$ cat src/rtl/qa1_input_conditioner.sv
// ---------------------------------------------------------------------------
// qa1_input_conditioner
//
// Conditions the board's raw toggle switches and push buttons for the qa1
// display logic. Each bit passes through a two-flop synchroniser and is then
// debounced on its own. A debounced bit changes only after STABLE_TICKS
// consecutive sample ticks that all disagree with the current level. All bits
// share one sample-tick prescaler.
//
// Parameters
//   WIDTH        number of conditioned inputs
//   TICK_DIV     clock cycles per sample tick (>= 2)
//   STABLE_TICKS consecutive disagreeing ticks needed to accept a level (>= 1)
//
// Ports
//   clock    in   1      system clock, rising edge
//   reset_n  in   1      asynchronous active-low reset
//   din      in   WIDTH  raw asynchronous inputs
//   level    out  WIDTH  debounced level per bit (registered)
//   rise     out  WIDTH  one-cycle pulse on a 0->1 change of level
//   fall     out  WIDTH  one-cycle pulse on a 1->0 change of level
//   tick     out  1      one-cycle sample strobe
//
// Build option
//   QA1_INPUT_EDGE_EN  when defined, the rise/fall pulse registers are built.
//                      When undefined, rise and fall are tied to 0. The ports
//                      stay in place and level/tick behave the same way.
// ---------------------------------------------------------------------------
module qa1_input_conditioner #(
  parameter int WIDTH        = 12,
  parameter int TICK_DIV     = 240000,
  parameter int STABLE_TICKS = 2
) (
  input  logic             clock,
  input  logic             reset_n,
  input  logic [WIDTH-1:0] din,
  output logic [WIDTH-1:0] level,
  output logic [WIDTH-1:0] rise,
  output logic [WIDTH-1:0] fall,
  output logic             tick
);

  localparam int PW = (TICK_DIV > 1) ? $clog2(TICK_DIV) : 1;
  localparam int CW = (STABLE_TICKS > 0) ? $clog2(STABLE_TICKS + 1) : 1;
  localparam logic [PW-1:0] PCNT_LAST = PW'(TICK_DIV - 1);
  localparam logic [CW-1:0] CNT_LAST  = CW'(STABLE_TICKS - 1);

  logic [WIDTH-1:0] s1_reg;
  logic [WIDTH-1:0] s2_reg;
  logic [WIDTH-1:0] level_reg;
  logic [WIDTH-1:0] level_next;
  logic [WIDTH-1:0] accept;
  logic [PW-1:0]    pcnt_reg;
  logic [PW-1:0]    pcnt_next;
  logic [CW-1:0]    cnt_reg  [WIDTH];
  logic [CW-1:0]    cnt_next [WIDTH];

  // Two-flop synchroniser; only s2_reg is used downstream.
  always_ff @(posedge clock or negedge reset_n) begin
    if (!reset_n) begin
      s1_reg <= '0;
      s2_reg <= '0;
    end else begin
      s1_reg <= din;
      s2_reg <= s1_reg;
    end
  end

  // Shared prescaler. tick is decoded straight from the counter register, so
  // it is high for exactly the one cycle before the wrap.
  assign tick      = (pcnt_reg == PCNT_LAST);
  assign pcnt_next = tick ? '0 : pcnt_reg + 1'b1;

  always_ff @(posedge clock or negedge reset_n) begin
    if (!reset_n) begin
      pcnt_reg <= '0;
    end else begin
      pcnt_reg <= pcnt_next;
    end
  end

  // Per-bit debounce. cnt_reg counts the disagreeing ticks seen so far. The
  // tick that would make the run STABLE_TICKS long accepts the new level
  // instead of incrementing. Any agreeing tick throws away a partial run.
  for (genvar gi = 0; gi < WIDTH; gi++) begin : g_bit
    logic differ;

    assign differ         = s2_reg[gi] ^ level_reg[gi];
    assign accept[gi]     = tick & differ & (cnt_reg[gi] == CNT_LAST);
    assign level_next[gi] = accept[gi] ? s2_reg[gi] : level_reg[gi];
    assign cnt_next[gi]   = !tick                     ? cnt_reg[gi] :
                            (!differ || accept[gi])   ? '0          :
                                                        cnt_reg[gi] + 1'b1;
  end

  always_ff @(posedge clock or negedge reset_n) begin
    if (!reset_n) begin
      level_reg <= '0;
      for (int i = 0; i < WIDTH; i++) begin
        cnt_reg[i] <= '0;
      end
    end else begin
      level_reg <= level_next;
      for (int i = 0; i < WIDTH; i++) begin
        cnt_reg[i] <= cnt_next[i];
      end
    end
  end

  assign level = level_reg;

`ifdef QA1_INPUT_EDGE_EN
  // Pulses are registered on the same edge as level, so each one lines up
  // with the first cycle of the new level value. accept is only ever set on
  // tick edges, so the pulses drop back to 0 on the following edge.
  logic [WIDTH-1:0] rise_reg;
  logic [WIDTH-1:0] fall_reg;

  always_ff @(posedge clock or negedge reset_n) begin
    if (!reset_n) begin
      rise_reg <= '0;
      fall_reg <= '0;
    end else begin
      rise_reg <= accept & s2_reg;
      fall_reg <= accept & ~s2_reg;
    end
  end

  assign rise = rise_reg;
  assign fall = fall_reg;
`else
  assign rise = '0;
  assign fall = '0;
`endif

endmodule

$ cat config.mk
export PLATFORM = sky130hd
export DESIGN_NAME = qa1_input_conditioner
export DESIGN_NICKNAME = d
export VERILOG_FILES = /design/src/rtl/qa1_input_conditioner.sv
export SDC_FILE = /design/constraint.sdc
export NUM_CORES = 1
export LEC_CHECK = 0
export ABC_AREA = 1
export CAP_MARGIN = 15
export CORE_UTILIZATION = 55
export DETAILED_ROUTE_END_ITERATION = 8
export GPL_ROUTABILITY_DRIVEN = 0
export HOLD_SLACK_MARGIN = 0.15
export PLACE_DENSITY = 0.8
export SETUP_SLACK_MARGIN = 0.2
export SYNTH_ARGS = -nofsm -noshare
export SYNTH_HDL_FRONTEND = slang
export SYNTH_SLANG_ARGS = --single-unit
$ cat constraint.sdc
create_clock -name clock -period 1.7 [get_ports clock]
set_clock_uncertainty 0.05 [all_clocks]
set_input_delay 0.34 -clock clock [delete_from_list [all_inputs] [get_ports clock]]
set_output_delay 0.34 -clock clock [all_outputs]
set_load 0.02 [all_outputs]
Word-level counts from Yosys, hierarchy flattened
Index checks and enable logic that the tools add are counted.

Output and inout bits: 37. Input port bits: 14. Logic and storage cells: 126. Flip-flop bits (word level): 78.

Bitwise operators: 36. Eq/ne operators: 13. Reduce and logical (&&, ||, !) cells: 24. Add/subtract/negate cells: 13. Mux-type cells: 13.

Operators with widths (count): $add A2 B1 Y2 const B (12); $and A1 B1 Y1 (24); $eq A2 B1 Y1 const B (12); $mux W2 (12); $add A18 B1 Y18 const B (1); $eq A18 B18 Y1 const B (1); $mux W18 (1); $logic_not A1 Y1 (12); $logic_or A1 B1 Y1 (12); $xor A1 B1 Y1 (12).

Logic depth before layout (Yosys ltp)
Gate-level depths: netlist (run 1).

Depth after elaboration: 5. Gate-level depth with buffers: 9. Mapped depth without buffers: 8.

Worst setup path after synthesis (run 1)
Ideal clock, no wire load.

Path type: reg-to-output. Start point: register pcnt_reg[0]. End point: output port tick. Stages on the path, launching flop included: 7. Required time: 1310 ps. Data arrival time: 1218 ps. Buffers on the path: 1. Slack: 92 ps. Cell sequence: dfrtp_1 -> ha_1 -> nand3_2 -> inv_2 -> nand3_2 -> nor2_8 -> buf_6.

Word-level cells in the longest chain between the ends: 1.

RTL lines: start: declaration (RTL line 53) `logic [PW-1:0] pcnt_reg;`; start signal: assignment (RTL line 78) `pcnt_reg <= pcnt_next;`; $eq A18 B18 Y1 (RTL line 71) `assign tick = (pcnt_reg == PCNT_LAST);`; end: declaration (RTL line 40) `output logic tick`.

No other way between the ends.

Final worst setup path (run 1)
Start point: register pcnt_reg[0]. End point: register cnt_reg[11] (netlist name).

Word-level cells in the longest chain between the ends: 5.

RTL lines: $eq A18 B18 Y1 (*) (RTL line 71); $and A1 B1 Y1 (2 in a row) (RTL line 89) `assign accept[gi] = tick & differ & (cnt_reg[gi] == CNT_LAST);`; $logic_or A1 B1 Y1 (RTL line 92) `(!differ || accept[gi]) ? '0 :`; $mux W2 (RTL line 92); end signal: indexed assignment (RTL line 105) `cnt_reg[i] <= cnt_next[i];`; end: declaration (RTL line 55) `logic [CW-1:0] cnt_reg [WIDTH];`.

Every way passes the cells marked *; elsewhere a longest branch is shown, timed or not. A chain may end at the register's enable or synchronous reset.

==> results of run 1 <==
## through the flow
step / area, um2 / setup slack [ns] / cells
6_report: 5170 / -0.217 / 631
3_5_place_dp: 4360 / -0.213 / 589
2_1_floorplan: 3970 / 0.143 / 465
3_3_place_gp: 4360 / -0.190 / 589
5_1_grt: 5170 / -0.262 / 631
4_1_cts: 5020 / -0.106 / 624
## metal layers
layer  share of wire (%)  track usage [%]
met1                  38             33.1
met2                  51             47.1
met3                 6.4             6.35
met4                 4.6             9.85
met5                   0                0
## critical path, cell delays in order, from the launching register on
cell     delay, ns
dfrtp_1       0.41
ha_4          0.17
nand3_4       0.09
inv_4         0.08
nand3_4       0.10
nor2_8        0.17
buf_6         0.11
buf_8         0.11
buf_12        0.11
buf_12        0.11
buf_16        0.13
nand4_1       0.11
nand2_1       0.11
## what timing repair did
item                                    4_1_cts  5_1_grt
endpoints found under the setup margin       60       63
cloned                                        7        0
gates resized for setup                      62       53
buffers inserted                             11        7
hold endpoints to repair                     78        0
pin swaps                                     5       16
hold buffers                                  1        0
## cell type report
type                       instances  area (um2)  share of cell area, %
clock buffer                      11         131                   2.54
clock inverter                     5        60.1                   1.16
inverter                          68         263                   5.08
multi-input combinational        288        1690                   32.7
sequential                        78        1950                   37.8
tap                               96         120                   2.32
timing repair buffer              85         948                   18.4
## logic make-up (layout without fill, tap and decap cells)
kind of cell / Yosys count / count (layout) / share of synthesized area (%)
AOI/OAI and AO/OA: 5 / 5 / 0.779
xor gates and xnor gates: 18 / 18 / 4.09
adders and majority gates: 13 / 13 / 4.22
buffers and inverters: 99 / 169 / 13.4
DFF: 78 / 78 / 50.7
other: 1 / 24 / 0.0974
and+or+nand+nor: 228 / 228 / 26.8
## power by group through the flow
stage          logic [uW]  registers [uW]  clock network, uW
2_1_floorplan         101            1930                  0
3_3_place_gp          131            1930                  0
3_5_place_dp          133            1930                  0
4_1_cts               135            1900               1390
5_1_grt               149            1900               1470
6_report              135            1900               1380
## synth_stat cells, drive strengths merged
| cell type | n | share of area, % |
|---|---|---|
| nor2 | 36 | 4.0 |
| inv | 68 | 6.6 |
| and2 | 12 | 1.9 |
| conb | 1 | 0.097 |
| buf | 31 | 6.7 |
| nor3 | 5 | 0.78 |
| o21bai | 2 | 0.39 |
| ha | 13 | 4.2 |
| nand2 | 123 | 12 |
| o21ai | 2 | 0.26 |
| nand4 | 28 | 4.5 |
| a21oi | 1 | 0.13 |
| xnor2 | 1 | 0.23 |
| dfrtp | 78 | 51 |
| nand3 | 24 | 3.5 |
| xor2 | 17 | 3.9 |
## worst paths after layout
kind | from | to | slack, ns
setup / recovery | pcnt_reg[0]$_DFF_PN0_ | cnt_reg[11]$_DFFE_PN0N_ | -0.22
hold / removal | s1_reg[8]$_DFF_PN0_ | s2_reg[8]$_DFF_PN0_ | 0.30
setup reg to reg | pcnt_reg[0]$_DFF_PN0_ | cnt_reg[11]$_DFFE_PN0N_ | -0.22
hold reg to reg | s1_reg[8]$_DFF_PN0_ | s2_reg[8]$_DFF_PN0_ | 0.30
max in group asynchronous | reset_n | cnt_reg[14]$_DFFE_PN0N_ | 0.77
min in group asynchronous | reset_n | cnt_reg[1]$_DFFE_PN0N_ | 0.47
==> results.json, run 1 <==
{
  "status": "finished, violations left",
  "failed_checks": "negative setup slack",
  "max_freq_mhz": 522,
  "synth-seq-cells": 78,
  "final_common_cell": "nand2_1",
  "power.density_mw_per_mm2": 661,
  "drtAntennaViolNets": 0,
  "fin_hold_ws_ns": 0.301,
  "crit_fanout": 7,
  "largest_register_ffs": 24,
  "routed-via-count": 3368,
  "hold_class": "flip-flop to flip-flop",
  "period_share_pct": 113,
  "fp.dieH_um": 85.7,
  "drive_above_1_share_pct": 26.2,
  "clock_path_buffers": 2,
  "yosys_warnings": 0,
  "path_class": "flip-flop to flip-flop",
  "vdd_drop_max_mv": 0.571,
  "overflow": 0,
  "grt_pass1_vias": 3154,
  "finalHoldViolCount": 0,
  "setup_violations": 45,
  "cts_root_buffer": "clkbuf_8",
  "rows": 30,
  "clk_latency_ns": 0.36,
  "min_path_cells": 0,
  "die-area_mm2": 0.00734,
  "fill_cells": 394,
  "final_cell_mix": "109 x nand2_1, 77 x dfrtp_1, 60 x inv_1",
  "core-area_mm2": 0.00679,
  "fin_crit_ns": 1.92,
  "reg2reg_depth": 12,
  "grt_use_total_pct": 27.1,
  "numPortBuffers": 26,
  "clkTransAtPathRegs_ns": 0.08,
  "drv_slew": 0,
  "seq_area_frac_synth_pct": 50.7,
  "grt_max_degree": 79,
  "dr.first_iter.drc_count": 325,
  "total_leakage_power_uw": 0.00269,
  "nets": 557,
  "die_w_um": 85.7,
  "hpwl_um": 4700,
  "p_clk_share_pct": 40.5,
  "antenna_cells": 0,
  "synth_cell_types": 22,
  "initial_core_util_pct": 56.7,
  "crit_arrival_ns": 2.16,
  "cap_violations": 0,
  "cts.sinks": 78,
  "comb_power_share_pct": 3.9,
  "tritoncts": "done",
  "area_growth_pct": 34.2,
  "fin_tns_setup_ns": -6.25,
  "p_int_uw": 2600,
  "avgSynthCellArea_um2": 8.71,
  "power.switching_uw": 814,
  "drc": 0,
  "grt_pass1_wl_um": 15000,
  "netSwitchingFraction_pct": 23.8,
  "rsz0062_at_grt": "true",
  "power_frac_seq_pct": 55.6,
  "required_ns": 1.95,
  "fin_util_pct": 76.1,
  "dr.pass1.iters": 5,
  "power_uw": 3420,
  "cp-start-kind": "flip-flop",
  "routed_wl_um": 10300,
  "worst_slack_ns": -0.217,
  "viasPerCell": 5.34,
  "synthCells": 442,
  "io_pins": 51,
  "cts_made_buffers": 9,
  "syn_area_mm2": 0.00385,
  "routedWlPerCell_um": 16.4,
  "antenna_found_initial": 0,
  "cts.htree.levels": 3,
  "critPathCaptureType": "flip-flop"
}
No activity file was read; power rests on OpenSTA's default activity.
==> run 2, diff against run 1 <==
- GPL_ROUTABILITY_DRIVEN: 0 -> 1
==> run 2 against run 1 <==
The run still ends with negative setup slack left. Die area stayed put. Routed wire length is 9.5% lower. Count of clock-buffer cells in the layout is 1 lower. Register-to-register slack better by 0.12 ns. Setup slack better by 0.090 ns. Sequential power hardly changed. Highest routed layer unchanged. Via count is 5.7% lower. First-iteration DRC count is 63% lower. Sequential share of layout area is 0.97 points higher. Largest cell class unchanged. Critical path depth is 6 lower.
==> results.json, run 2 (synthesized netlist as in run 1, its figures left out) <==
{
  "period_share_pct": 107,
  "crit_family": "flip-flops",
  "die_w_um": 85.7,
  "fin_area_mm2": 0.00503,
  "drtAntennaViolNets": 0,
  "clkTransAtPathRegs_ns": 0.08,
  "setup_violations": 29,
  "rsz0062_at_grt": "true",
  "core-area_mm2": 0.00679,
  "clk_latency_ns": 0.36,
  "routed_wl_um": 9350,
  "routabilityCongestion": 0.859,
  "overflow": 0,
  "grt_use_total_pct": 25.7,
  "numPortBuffers": 26,
  "vdd_drop_max_mv": 0.739,
  "fin_tns_setup_ns": -2.09,
  "antenna_found_initial": 0,
  "grt_max_degree": 55,
  "die-area_mm2": 0.00734,
  "critPathSlowestCell": "dfrtp_1",
  "antenna_cells": 0,
  "cts.htree.levels": 3,
  "hpwl_um": 5350,
  "viasPerCell": 5.10,
  "tritoncts": "done",
  "drv_slew": 0,
  "failed_checks": "negative setup slack",
  "final_cell_mix": "82 x nand2_1, 78 x dfrtp_1, 62 x inv_1",
  "fin_hold_ws_ns": 0.307,
  "hold_class": "flip-flop to flip-flop",
  "total_leakage_power_uw": 0.00259,
  "fp.dieH_um": 85.7,
  "fill_cells": 421,
  "critical_path.cell_chain": "ha_4 -> nand3_4 -> inv_4 -> nand3_4 -> nor2_8 -> buf_6",
  "crit_arrival_ns": 1.44,
  "grt_pass1_wl_um": 14300,
  "multi_input_area_mm2": 0.00170,
  "clock_path_buffers": 2,
  "routed-via-count": 3175,
  "cts.sinks": 78,
  "area_growth_pct": 30.7,
  "drc": 0,
  "cts_made_buffers": 9,
  "max_stage_delay_ns": 0.41,
  "initial_core_util_pct": 56.7,
  "largest_register_ffs": 24,
  "worst_slack_ns": -0.126,
  "cts_root_buffer": "clkbuf_8",
  "rows": 30,
  "fin_util_pct": 74.1,
  "routedWlPerCell_um": 15.0,
  "fin_crit_ns": 1.83,
  "nets": 548,
  "cp-start-kind": "flip-flop",
  "final_common_cell": "nand2_1",
  "path_buf_inv": 2,
  "drive_above_1_share_pct": 25.7,
  "place_ws_ns": -0.243,
  "seqCellArea_mm2": 0.00195,
  "status": "finished, violations left",
  "required_ns": 1.31,
  "path_class": "flip-flop to primary output",
  "crit_top_cell": "nand3_4",
  "power.density_mw_per_mm2": 755,
  "io_pins": 51,
  "dr.pass1.iters": 4,
  "cap_violations": 0,
  "crit_fanout": 2,
  "max_freq_mhz": 548,
  "dr.first_iter.drc_count": 119,
  "finalHoldViolCount": 0,
  "critPathCaptureType": "primary output",
  "place_area_mm2": 0.00437,
  "grt_pass1_vias": 3167
}
-- run 2: changes by cell type in the layout (fill, tap and decap cells not counted), moves of 4 or more --
cell / delta
buf_16: -5
buf_12: -4
nand2_1: -27
nand3_2: -13
nand3_1: +12
buf_6: -4
clkdlybuf4s15_1: +5
clkbuf_2: -4
nand2_2: +24
-- run 2: timing repair --
| item | in CTS | in global routing |
|---|---|---|
| pin swaps | 4 | 20 |
| setup buffers | 4 | 7 |
| endpoints found under the hold margin | 24 | 0 |
| hold buffers | 1 | 0 |
| endpoints found under the setup margin | 60 | 65 |
| gates cloned | 2 | 1 |
| resized for setup | 36 | 70 |
-- run 2: worst paths after layout --
| path | from | endpoint | slack (ns) | depth (start not counted) |
|---|---|---|---|---|
| setup / recovery | pcnt_reg[1]$_DFF_PN0_ | tick | -0.13 | 6 |
| hold / removal | s1_reg[0]$_DFF_PN0_ | s2_reg[0]$_DFF_PN0_ | 0.31 | 0 |
| setup reg to reg | pcnt_reg[1]$_DFF_PN0_ | cnt_reg[4]$_DFFE_PN0N_ | -0.10 | 10 |
| hold reg to reg | s1_reg[0]$_DFF_PN0_ | s2_reg[0]$_DFF_PN0_ | 0.31 | 0 |
| max in group asynchronous | reset_n | cnt_reg[21]$_DFFE_PN0N_ | 0.71 | 3 |
| min in group asynchronous | reset_n | pcnt_reg[2]$_DFF_PN0_ | 0.37 | 2 |
-- run 2: where the power goes --
| group | internal, uW | switching, uW |
|---|---|---|
| clock | 1030 | 735 |
| sequential | 1880 | 15.3 |
| combinational | 40.0 | 100 |
-- run 2: layer usage --
layer,GRT usage [%],share of wire (%)
met1,29.8,39
met2,44.9,53
met3,5.68,4.3
met4,13.3,3.9
met5,0,0
-- run 2: cell type report --
class,instances,share of cell area (%)
Clock inverter,6,2.31
Timing Repair Buffer,76,14.9
Multi-Input combinational cell,288,33.8
Sequential cell,78,38.8
Inverter,68,5.12
Clock buffer,10,2.73
Tap cell,96,2.39
-- run 2: through the flow --
step,std cells,power [uW]
final,622,3800
after global placement,591,2070
after global routing,622,3910
after floorplan,465,2030
after detailed placement,591,2070
after CTS,614,3800
==> run 3, diff against run 2 <==
- CORE_UTILIZATION: 55 -> 37
- PLACE_DENSITY: 0.8 -> not set
==> run 3 against run 2 <==
The flow still finishes with violations (negative setup slack). Clock power decreased by 20%. Routed wire length down 12%. Via count is 4.7% lower. Power is 9.6% lower. Critical endpoint unchanged. Largest cell class unchanged. Largest power group unchanged. Highest routed layer unchanged.
==> results.json, run 3 (synthesized netlist as in run 1, its figures left out) <==
{
  "die_w_um": 104,
  "hold_class": "flip-flop to flip-flop",
  "critPathSlowestCell": "dfrtp_1",
  "cts.sinks": 78,
  "grtUsageMet2_pct": 28.0,
  "drc": 0,
  "vdd_drop_max_mv": 0.526,
  "drtAntennaViolNets": 0,
  "rows": 36,
  "place_area_mm2": 0.00443,
  "overflow": 0,
  "routed-via-count": 3025,
  "met1_usage_pct": 19.0,
  "antenna_found_initial": 0,
  "total_leakage_power_uw": 0.00270,
  "failed_checks": "negative setup slack",
  "final_cell_mix": "99 x nand2_1, 77 x dfrtp_1, 59 x inv_1",
  "clock_path_buffers": 2,
  "viasPerCell": 4.55,
  "drive_above_1_share_pct": 26.5,
  "routed_wl_um": 8240,
  "grt_max_degree": 30,
  "grt_pass1_vias": 3038,
  "max_stage_delay_ns": 0.41,
  "die-area_mm2": 0.0108,
  "hpwl_um": 4920,
  "io_pins": 51,
  "finalHoldViolCount": 0,
  "nets": 554,
  "area_growth_pct": 35.3,
  "cp-start-kind": "flip-flop",
  "fin_tns_setup_ns": -1.15,
  "setup_violations": 33,
  "numPortBuffers": 26,
  "cts.htree.levels": 3,
  "status": "finished, violations left",
  "grt_pass1_wl_um": 14000,
  "routedWlPerCell_um": 12.4,
  "routabilityCongestion": 0.820,
  "critical_path.cell_chain": "ha_4 -> nand3_4 -> inv_4 -> nand3_4 -> nor2_8 -> buf_6",
  "rsz0062_at_grt": "true",
  "path_class": "flip-flop to primary output",
  "worst_slack_ns": -0.0932,
  "clk_latency_ns": 0.34,
  "fin_area_mm2": 0.00521,
  "dr.first_iter.drc_count": 161,
  "stdcell_count": 665,
  "dp_cells": 627,
  "fp.dieH_um": 104,
  "crit_top_cell": "nand3_4",
  "crit_arrival_ns": 1.40,
  "clkTransAtPathRegs_ns": 0.09,
  "period_share_pct": 105,
  "crit_fanout": 2,
  "antenna_cells": 0,
  "crit_family": "flip-flops",
  "grt-busiest-layer": "met2",
  "power.density_mw_per_mm2": 659,
  "cap_violations": 0,
  "largest_register_ffs": 24,
  "drv_slew": 0,
  "path_buf_inv": 2,
  "fin_crit_ns": 1.79,
  "grt_use_total_pct": 16.2,
  "cts_root_buffer": "clkbuf_8",
  "final_common_cell": "nand2_1",
  "tritoncts": "done",
  "cts_made_buffers": 9,
  "met3_usage_pct": 4.01,
  "core-area_mm2": 0.00991,
  "max_freq_mhz": 558,
  "dr.pass1.iters": 6,
  "required_ns": 1.31,
  "critPathCaptureType": "primary output",
  "initial_core_util_pct": 38.9
}
==> run 3: worst paths after layout <==
| path | from | to | slack [ns] | cells after the start |
|---|---|---|---|---|
| worst min-delay path | s1_reg[4]$_DFF_PN0_ | s2_reg[4]$_DFF_PN0_ | 0.30 | 0 |
| worst max register to register | pcnt_reg[0]$_DFF_PN0_ | cnt_reg[4]$_DFFE_PN0N_ | -0.06 | 10 |
| worst max-delay path | pcnt_reg[0]$_DFF_PN0_ | tick | -0.09 | 6 |
| worst min register to register | s1_reg[4]$_DFF_PN0_ | s2_reg[4]$_DFF_PN0_ | 0.30 | 0 |
| max in group asynchronous | reset_n | cnt_reg[13]$_DFFE_PN0N_ | 0.69 | 3 |
| min in group asynchronous | reset_n | cnt_reg[1]$_DFFE_PN0N_ | 0.41 | 2 |
==> run 3: where the power goes <==
part,switching (uW),leakage [uW],internal (uW)
clock,710,0.0000895,689
sequential,13.5,0.00102,1880
combinational,97.7,0.00159,42.9
==> run 3: timing repair <==
action                     4_1_cts  5_1_grt
hold buffers                     1        0
gates cloned                     7        0
hold endpoints to repair        26        0
setup buffers                    8        6
pin swaps                        7       19
resized for setup               55       68
setup endpoints to repair       60       64
==> run 3: cell type report <==
cell class	instances	area (um2)
Clock buffer	10	128
Clock inverter	6	70.1
Fill cell	884	4700
Inverter	68	265
Multi-Input combinational cell	288	1720
Sequential cell	78	1950
Tap cell	133	166
Timing Repair Buffer	82	908
==> run 3: routing by layer <==
metal,up-vias,routed length (um)
li1,1491,-
met1,1456,3520
met2,65,4270
met3,13,273
met4,0,175
met5,-,0
==> run 3: through the flow <==
stage / total power, uW / util [%] / setup slack (ns) / hold slack [ns]
floorplan: 2030 / - / 0.143 / -0.00559
global placement: 2070 / 44.7 / -0.212 / 0.253
detailed placement: 2070 / 44.7 / -0.221 / 0.252
CTS: 3480 / 50.5 / -0.0989 / 0.302
global route: 3580 / 52.6 / -0.158 / 0.309
finish: 3440 / 52.6 / -0.0932 / 0.303
==> RTL edit 1: new RTL, flow settings as in run 2 <==
Change the parameter `STABLE_TICKS` from 2 to 1.
--- a/src/rtl/qa1_input_conditioner.sv
+++ b/src/rtl/qa1_input_conditioner.sv
@@ -30,5 +30,5 @@
   parameter int WIDTH        = 12,
   parameter int TICK_DIV     = 240000,
-  parameter int STABLE_TICKS = 2
+  parameter int STABLE_TICKS = 1
 ) (
   input  logic             clock,
Check against the original RTL: same outputs for any inputs over 10 cycles, from zero or initial values and one cycle with reset_n low; that may be too few to reach the edited logic, so the function may still have changed.
==> RTL edit 1 against run 2 <==
  * The run still ends with negative setup slack left
  * Sequential cell count shrank 12
  * Worst hold slack lost 0.0062 ns
  * Routed wire length shrank 25%
  * Utilization grew 5.1 points
  * Die area shrank 25%
  * Area after synthesis shrank 25%
  * Sequential power shrank 15%
  * Non-clock buffer count shrank 7
  * Synthesized cell count shrank 27%
  * Setup slack lost 0.033 ns
  * Total power shrank 19%
  * Final area shrank 23%
==> RTL edit 1: results <==
[status]
status = "complete, but fails checks"
violations = "negative setup slack"

[sta]
whs_ns = 0.3006
setup_viol = 32
tns_ns = -2.311
setup_ws_ns = -0.1591

[setup_path]
r2r_slack_ns = -0.15
cp.arrival_ns = 1.47
rr_startpoint = "pcnt_reg[10]$_DFF_PN0_"
crit_path_start = "pcnt_reg[10]$_DFF_PN0_"
crit_family = "simple AND/OR/NAND/NOR gates"
r2r_cells = 12
max_stage_delay_ns = 0.39

[grt]
grt_pass1_wl_um = 9239
met1_usage_pct = 28.01
grt_use_met2_pct = 39.29
grt_start_max_net_pins = 67
use_met3_pct = 5.149
grt_pass1_vias = 2063

[pwr]
p_sw_w = 0.0007146
p_leak_nw = 2.056

[finish]
final_nets = 412
largest_reg_flops = 18
drive_gt1_share_pct = 23.38

[routing]
m1WireLength_um = 2590
dr_wl_met3_um = 510
wl_um = 7015
drt-vias-per-instance = 4.910
vias = 2303
wl_met2_um = 3621
drt_iter0_markers = 242

[min_path]
hold_end = "s2_reg[1]$_DFF_PN0_"
hp-start = "s1_reg[1]$_DFF_PN0_"

[synthesis]
yosys-top-cells-count = "68 x inv_1, 66 x dfrtp_1, 63 x nand2_1"
synth_compound_area_share_pct = 0.9565
synthAdderAreaFrac_pct = 0.4348
synth_area_per_cell_um2 = 8.909
yosysSeqAreaShare_pct = 57.39
synth_xor_area_share_pct = 2.739

[place]
gp_congestion = 0.8680
dpl.hpwl_um = 3463
place_inst = 438
preCtsSetupSlack_ns = -0.1816
postPlaceCellArea_um2 = 3304

[clocking]
clk_latency_ns = 0.34
==> RTL edit 1: cell types whose count changed in the layout (fill, tap and decap cells not counted), sizes merged, moves of 10 or more <==
cell         change
xor2            -10
nor2            +10
ha              -12
dlygate4sd2     +12
and2            -12
nand2           -59
nand4           -27
dfrtp           -12
==> RTL edit 1: power by group through the flow <==
stage,Combinational [W],Sequential [W],Clock [W]
after floorplan,0.0000926,0.00163,0
after global placement,0.000114,0.00163,0
after detailed placement,0.000116,0.00164,0
after CTS,0.000118,0.00161,0.00135
after global routing,0.000136,0.00161,0.00141
final,0.000120,0.00161,0.00134
==> RTL edit 1: layout make-up <==
| class | instances | share of cell area, % |
|---|---|---|
| Tap cell | 67 | 2.170 |
| Multi-Input combinational cell | 182 | 25.32 |
| Inverter | 69 | 6.703 |
| Clock buffer | 10 | 3.562 |
| Sequential cell | 66 | 42.75 |
| Timing Repair Buffer | 69 | 17.78 |
| Clock inverter | 6 | 1.716 |
==> RTL edit 1: logic make-up (layout without fill, tap and decap cells) <==
logic type | Yosys count | in the layout
AO/OA/AOI/OAI | 5 | 5
XOR/XNOR | 9 | 9
adder cells (fa/ha/maj) | 1 | 1
buffers and inverters | 98 | 154
flip-flops | 66 | 66
other | 1 | 24
AND/OR/NAND/NOR | 143 | 143
==> RTL edit 1: timing repair <==
action / CTS / global route
gates resized for setup: 31 / 39
pin swaps: 4 / 12
hold buffers: 1 / 0
hold endpoints to repair: 66 / 0
buffers inserted: 3 / 8
gates cloned: 2 / 1
setup endpoints to repair: 31 / 38
==> RTL edit 2: new RTL, flow settings as in run 2 <==
Without the edit above. Put one more register stage on the output `level`, with the module's reset. The value now appears one clock later. The other outputs are not delayed to match. Comments in the files are not updated.
--- a/src/rtl/qa1_input_conditioner.sv
+++ b/src/rtl/qa1_input_conditioner.sv
@@ -108,5 +108,11 @@
   end
 
-  assign level = level_reg;
+  always_ff @(posedge clock or negedge reset_n) begin
+    if (!reset_n) begin
+      level <= '0;
+    end else begin
+      level <= level_reg;
+    end
+  end
 
 `ifdef QA1_INPUT_EDGE_EN
Formal check against the unedited RTL: no difference found for any inputs over 10 cycles, from zero or initial values and one cycle with reset_n low; that may be too few to reach the edited logic, so the function may still have changed.
==> RTL edit 2 against run 2 <==
  * The run still ends with negative setup slack left
  * Non-clock buffer count decreased by 5
  * Sequential share of layout area increased by 3.8 points
  * Combinational power increased by 3%
  * Area after synthesis increased by 8.0%
  * Sequential power increased by 15%
  * Cell count increased by 1.6%
  * Sequential cell count increased by 12
  * Maximum frequency decreased by 0.41%
  * Highest routed layer unchanged
  * Setup slack got worse by 0.0075 ns
  * Largest cell class unchanged
  * Final area increased by 5.0%
  * Routed wire length decreased by 1.4%
  * Total power decreased by 0.75%
==> RTL edit 2: results <==
[routing]
routedWlPerCell_um = 14.59
drt_iter0_markers = 126
vias = 3149

[finish]
inverters = 71
clk_share_pct = 3.643
multi_input_comb_cells = 285
multiInputGateArea_um2 = 1728
drive_gt1_share_pct = 22.70
layout.nonclk_buf_share_pct = 13.63
final_nets = 555
fill_cells = 519

[clocking]
post_cts_resized = 37
cts_setup_buffers = 2

[setup_path]
path_max_fanout = 5
crit_family = "buffers and inverters"
r2r-end = "cnt_reg[19]$_DFFE_PN0N_"

[synthesis]
synthTopCellsByArea = "dfrtp_1 54%, nand2_1 11%, inv_1 6.3%, nand4_1 4.7%, buf_4 4.3%"
synthAdderAreaFrac_pct = 3.911
synth_compound_area_share_pct = 0.4813
synth_area_per_cell_um2 = 9.161

[status]
status = "complete, but fails checks"
violations = "negative setup slack"

[grt]
grt_pass1_vias = 3121
grtUsageTotal_pct = 23.89

[place]
preCtsSetupSlack_ns = -0.1814
gp_congestion = 0.8090

[pwr]
irDropWorstVdd_v = 0.0005712
p_leak_nw = 2.783

[sta]
setup_ws_ns = -0.1340
whs_ns = 0.3047
tns_ns = -2.032
setup_viol = 25

[min_path]
hold_end = "s2_reg[10]$_DFF_PN0_"
hp-start = "s1_reg[10]$_DFF_PN0_"
==> RTL edit 2: cell count changes in the layout (fill, tap and decap cells not counted), moves of 3 or more <==
cell             delta
nand4_1             +3
dlygate4sd2_1      +12
inv_2               -4
dfrtp_1            +12
clkdlybuf4s15_1     -9
clkbuf_2            -3
nand3_1             -5
nand2_4             +9
inv_1               +7
clkinv_2            +3
buf_4               -6
nand2_2            -11
==> RTL edit 2: worst reg2reg max path, stage by stage (launching register included) <==
cell	delay [ns]
dfrtp_1	0.40
ha_4	0.16
nand3_4	0.09
buf_6	0.13
buf_6	0.12
nor3_4	0.15
nand3b_4	0.17
buf_12	0.17
buf_16	0.14
nand2_2	0.06
nand2_2	0.07
==> RTL edit 2: where the power goes <==
part / internal (W) / switching (W)
Clock: 0.000677 / 0.000769
Combinational: 0.0000400 / 0.000104
Sequential: 0.00217 / 0.0000152
Total: 0.00288 / 0.000888
==> RTL edit 2: worst max-delay path by stage <==
stage | start | endpoint | slack, ns | cells past startpoint
6_report | pcnt_reg[0]$_DFF_PN0_ | cnt_reg[19]$_DFFE_PN0N_ | -0.13 | 10
5_1_grt | pcnt_reg[0]$_DFF_PN0_ | cnt_reg[19]$_DFFE_PN0N_ | -0.19 | 10
4_1_cts | pcnt_reg[0]$_DFF_PN0_ | tick | -0.07 | 6
3_5_place_dp | pcnt_reg[1]$_DFF_PN0_ | tick | -0.18 | 6
3_3_place_gp | pcnt_reg[14]$_DFF_PN0_ | tick | -0.17 | 6
2_1_floorplan | pcnt_reg[0]$_DFF_PN0_ | tick | 0.18 | 6
==> RTL edit 2: layer usage <==
metal	routed length (µm)	global-route usage (%)
met5	0	0
met3	371	3.970
met4	184	11.69
met1	3779	29.56
met2	4886	41.05
